### config.mk
export PLATFORM = sky130hd
export DESIGN_NAME = hv_gen_arbiter
export DESIGN_NICKNAME = d
export VERILOG_FILES = /design/src/rtl/hv_gen_arbiter.sv
export SDC_FILE = /design/constraint.sdc
export NUM_CORES = 1
export LEC_CHECK = 0
export CAP_MARGIN = 5
export CORE_MARGIN = 4
export CORE_UTILIZATION = 36
export CTS_BUF_LIST = sky130_fd_sc_hd__clkbuf_4
export DETAILED_ROUTE_END_ITERATION = 16
export SETUP_SLACK_MARGIN = 0.4
export SYNTH_ARGS = -nofsm -noshare
export SYNTH_HDL_FRONTEND = slang
export SYNTH_SLANG_ARGS = --single-unit
### constraint.sdc
create_clock -name clk -period 2.8 [get_ports clk]
set_input_delay 0.7 -clock clk [delete_from_list [all_inputs] [get_ports clk]]
set_output_delay 0.7 -clock clk [all_outputs]
set_load 0.03 [all_outputs]
### src/rtl/hv_gen_arbiter.sv
// Round-robin share of one sparse HV segment generator; grant 1 cycle after req, push-to-out_valid 1 cycle.
// Generator stream cannot stall: a per-HV buffer absorbs it while out_ready throttles the consumer side.
module hv_gen_arbiter #(
    parameter int NUM_REQ        = 4,
    parameter int LENGTH_SEGMENT = 32,
    parameter int NB_OF_SEGMENTS = 32
) (
    input  logic                              clk,
    input  logic                              arst_n_in,
    input  logic [NUM_REQ-1:0]                req,
    output logic [NUM_REQ-1:0]                gnt,
    output logic                              gen_start,
    input  logic                              gen_seg_valid,
    input  logic [LENGTH_SEGMENT-1:0]         gen_seg_data,
    output logic                              out_valid,
    input  logic                              out_ready,
    output logic [LENGTH_SEGMENT-1:0]         out_data,
    output logic [$clog2(NUM_REQ)-1:0]        out_id,
    output logic [$clog2(NB_OF_SEGMENTS)-1:0] out_seg_idx,
    output logic                              out_last,
    output logic                              busy,
    output logic                              err
);
    localparam int IDW = $clog2(NUM_REQ);
    localparam int IW  = $clog2(NB_OF_SEGMENTS);
    localparam int CW  = IW + 1;

    typedef enum logic [1:0] {IDLE, START, RUN} state_t;

    state_t                    state, state_nxt;
    logic [IDW-1:0]            rr_ptr;
    logic [IDW-1:0]            pick;
    logic [IDW-1:0]            cand;
    logic                      pick_vld;
    logic [CW-1:0]             rx_cnt;
    logic [LENGTH_SEGMENT-1:0] mem [NB_OF_SEGMENTS];
    logic                      push;
    logic                      hs;
    logic                      done;

    // Every HV writes exactly NB_OF_SEGMENTS entries from slot 0, so the
    // receive count is the write address and the segment index the read address.
    assign push      = (state == RUN) && gen_seg_valid && (rx_cnt < CW'(NB_OF_SEGMENTS));
    assign out_valid = (state == RUN) && (rx_cnt != {1'b0, out_seg_idx});
    assign out_last  = out_valid && (out_seg_idx == IW'(NB_OF_SEGMENTS - 1));
    assign out_data  = out_valid ? mem[out_seg_idx] : '0;
    assign hs        = out_valid && out_ready;
    assign done      = hs && out_last;
    assign gen_start = (state == START);
    assign busy      = (state != IDLE);

    // Scan from the highest offset down so the lowest offset from rr_ptr wins.
    always_comb begin
        pick     = '0;
        pick_vld = 1'b0;
        cand     = '0;
        for (int k = NUM_REQ - 1; k >= 0; k--) begin
            cand = IDW'((int'(rr_ptr) + k) % NUM_REQ);
            if (req[cand]) begin
                pick_vld = 1'b1;
                pick     = cand;
            end
        end
    end

    always_ff @(posedge clk or negedge arst_n_in) begin
        if (!arst_n_in) state <= IDLE;
        else            state <= state_nxt;
    end

    always_comb begin
        state_nxt = state;
        case (state)
            IDLE:    if (pick_vld) state_nxt = START;
            START:   state_nxt = RUN;
            RUN:     if (done) state_nxt = IDLE;
            default: state_nxt = IDLE;
        endcase
    end

    always_ff @(posedge clk or negedge arst_n_in) begin
        if (!arst_n_in) begin
            gnt         <= '0;
            out_id      <= '0;
            rr_ptr      <= '0;
            rx_cnt      <= '0;
            out_seg_idx <= '0;
            err         <= 1'b0;
        end else begin
            if (state == IDLE && pick_vld) begin
                gnt    <= NUM_REQ'(1) << pick;
                out_id <= pick;
            end
            if (state == START) begin
                rx_cnt      <= '0;
                out_seg_idx <= '0;
            end
            if (push) rx_cnt <= rx_cnt + 1'b1;
            if (hs)   out_seg_idx <= out_seg_idx + 1'b1;
            if (done) begin
                gnt    <= '0;
                rr_ptr <= (out_id == IDW'(NUM_REQ - 1)) ? '0 : out_id + 1'b1;
            end
            if (gen_seg_valid && state != RUN) err <= 1'b1;
            if (gen_seg_valid && state == RUN && rx_cnt == CW'(NB_OF_SEGMENTS)) err <= 1'b1;
            if (push && $countones(gen_seg_data) != 1) err <= 1'b1;
        end
    end

    always_ff @(posedge clk) begin
        if (push) mem[rx_cnt[IW-1:0]] <= gen_seg_data;
    end
endmodule
==> out/results.ini <==
[power]
ir_worst_vdd_uv=522.6
swShare=0.2787
seq_power_share=0.419
combPwrFrac=0.294
pwr-share-clk=0.286
p_leak_uw=0.01721
powerDensity_mw_per_mm2=804.2
intPower_uw=30250
p_switching_uw=11690

[synth]
syn-num-nets=1921
async_flop_share=0.02103
yosys.area.top_type=edfxtp_1
yosys-top-cells-count=1,024 x edfxtp_1, 256 x mux4_2, 128 x a22oi_1
ys_seq_area_frac=0.7701
synth_area_mm2=0.04064
ys_types=41
synth_top_area_frac=0.7566
syn_area_per_cell_um2=22.05
yosysMostFrequentCell=edfxtp_1
dominantRegCellSynth=edfxtp_1
synth_edf_count=1024
synthTopCellsByArea=edfxtp_1 76%, mux4_2 14%, a22oi_1 2.4%
ys_ff_latch=1046
syn_inst=1843
yosys_warnings=0

[sta]
timing.final.ws_setup_ns=-1.727
hold_ws_ns=0.1754
min_period_ns=4.527
skew_ns=0.08940
rsz0062_at_grt=yes
drv_slew=0
min_period_over_period=1.617
worstMarginPinSlew_ns=0.5176
slew_headroom=0.6550
timing_hold_violations_final=0
setup_viol=36
max_freq_mhz=220.9

[critical_path]
slowest_delay_ns=0.52
cp_slowest_cell=fa_1
cp.arrival_ns=5.49
cp-startpoint=gen_seg_data[17]
endpoint_kind=flop
path_cells=buf_6 > buf_6 > fa_1 > fa_1 > inv_1 > fa_1 > inv_2 > fa_1 > fa_1 > inv_2 > fa_1 > inv_2 > ha_4 > fa_1 > nor4_2 > o2111ai_1 > a21o_1 > a21o_1
reg2reg_from=out_seg_idx[0]
cp-start-kind=primary input
worst-setup-path-type=primary input to flop
cpMostUsedCell=fa_1
worstPathRequired_ns=3.77
path_max_fanout=2

[floorplanning]
die_area_mm2=0.1183
io_pins=88
rows=123
core-area_mm2=0.1123
die_height_um=344
start_util=0.3618
dieWidth_um=344

[route]
detail_route.vias_per_cell=5.386
drtPass1Iterations=7
drtIter0Drc=2274
antenna_left=0
vias=22109
drt-total-wl_um=115800
drc_errors=0
wire_per_inst_um=28.21

[place]
place_congestion=0.7784
numPortBuffers=87
place_ws_ns=-3.422
placed_cells=3573
dpl.hpwl_um=65700

[clocking]
htreeDepth=5
cts_tree=yes
cts_buffer_depth=4
clockRootBuffer=clkbuf_4
clock_sinks=1046
numCtsBuffers=275
cts.clk_slew.worst_paths_ns=0.06
clock_latency_ns=1.12

[global_route]
antenna_found_initial=5
grt_overflow_total=0
grt_pass1_vias=23551
grt_max_degree=47
grt_use_total=0.1969
grt_pass1_wl_um=164900

[final_layout]
fillers=9369
syn_to_final_growth_pct=28.33
final_cells=4105
drive_above_1_share=0.4754
final_nets=2522

[worst_hold_path]
min-delay-start=gen_seg_data[3]
hold_class=primary input to flop

[flow_run]
max_cap_violations=0

[run_status]
status=complete, but fails checks
violations=setup timing

==> worst max-delay path: cells and delay by family <==
family | cells | cell delay (ns)
AO/OA/AOI/OAI | 3 | 0.50
adder cells (fa/ha/maj) | 8 | 3.66
buffers and inverters | 6 | 0.43
AND/OR/NAND/NOR | 1 | 0.18
==> metrics by stage <==
step	area, um^2	util	TNS (ns)	power (uW)
floorplan	41320	-	-2.289	24100
global route	52160	0.4642	-50.01	43970
finish	52160	0.4642	-44.54	41940
global placement	46760	0.4162	-8.407	27650
CTS	51660	0.4598	-49.58	41920
detailed placement	46760	0.4162	-8.289	27710
==> power by group through the flow <==
stage	Clock, uW	Combinational (uW)	Sequential, uW
finish	12000	12300	17600
global route	13300	13100	17600
CTS	12300	12000	17600
detailed placement	0	9800	17900
global placement	0	9760	17900
floorplan	0	6150	17900
==> final timing paths <==
kind / endpoint / slack (ns) / depth (start not counted)
worst max-delay path: err / -1.73 / 18
worst min register to register: rr_ptr[0] / 0.52 / 1
worst min-delay path: mem[28][3] / 0.18 / 2
max in group asynchronous: err / 1.73 / 3
min in group asynchronous: gnt[3] / 0.43 / 2
worst max register to register: rr_ptr[0] / 0.26 / 13
==> what timing repair did <==
| item | in CTS | in global routing |
|---|---|---|
| gates resized for setup | 317 | 54 |
| pin swaps | 97 | 54 |
| hold buffers | 5 | 0 |
| cloned | 21 | 5 |
| setup buffers | 50 | 13 |
| endpoints found under the hold margin | 18 | 0 |
| setup endpoints to repair | 54 | 132 |
==> metal layers <==
metal / share of wire / track usage
met4: 0.022 / 0.06074
met1: 0.40 / 0.2649
met5: 0.00017 / 0
met2: 0.49 / 0.3124
met3: 0.093 / 0.05679
==> layout by cell type, fill, tap and decap left out, drive strengths merged, types with 3 or more instances in the layout <==
cell type      instances
clkdlybuf4s50         24
ha                    14
edfxtp              1024
nor2                  41
a21o                   4
mux2i                  4
a21oi                  4
clkinv                51
fa                    24
dfrtp                 22
xor2                   3
and3                   3
and2                   4
mux2                   3
diode                  5
dlygate4sd3            5
nor4                   3
or2                    3
nand3                  9
clkbuf               381
clkdlybuf4s15          3
nand2                 79
o21ai                  8
inv                   60
mux4                 256
o2bb2ai                3
buf                  382
a22o                  34
a22oi                128
==> kinds of logic after synthesis <==
kind of cell | count (synthesis) | share of synthesized area
AOI/OAI and AO/OA | 190 | 0.03562
xor gates and xnor gates | 5 | 0.001078
adders and majority gates | 38 | 0.01613
buffers and inverters | 152 | 0.01779
DFF | 1046 | 0.7701
muxes | 263 | 0.1437
and+or+nand+nor | 149 | 0.01558
==> final cells by class <==
type,instances,area (um^2),area share
Antenna cell,5,12.51,0.0002399
Clock buffer,376,2823,0.05412
Clock inverter,57,225.2,0.004318
Inverter,54,205.2,0.003934
Multi-Input combinational cell,645,9753,0.1870
Sequential cell,1046,31310,0.6003
Tap cell,1500,1877,0.03599
Timing Repair Buffer,422,5949,0.1141
==> registers in the layout, indices dropped and copies added, names as in the netlist <==
register,count
err,1
gnt,4
mem,1024
out_id,2
out_seg_idx,5
rr_ptr,2
rx_cnt,6
state,2
Note: power is estimated with default switching activity, not from simulation.
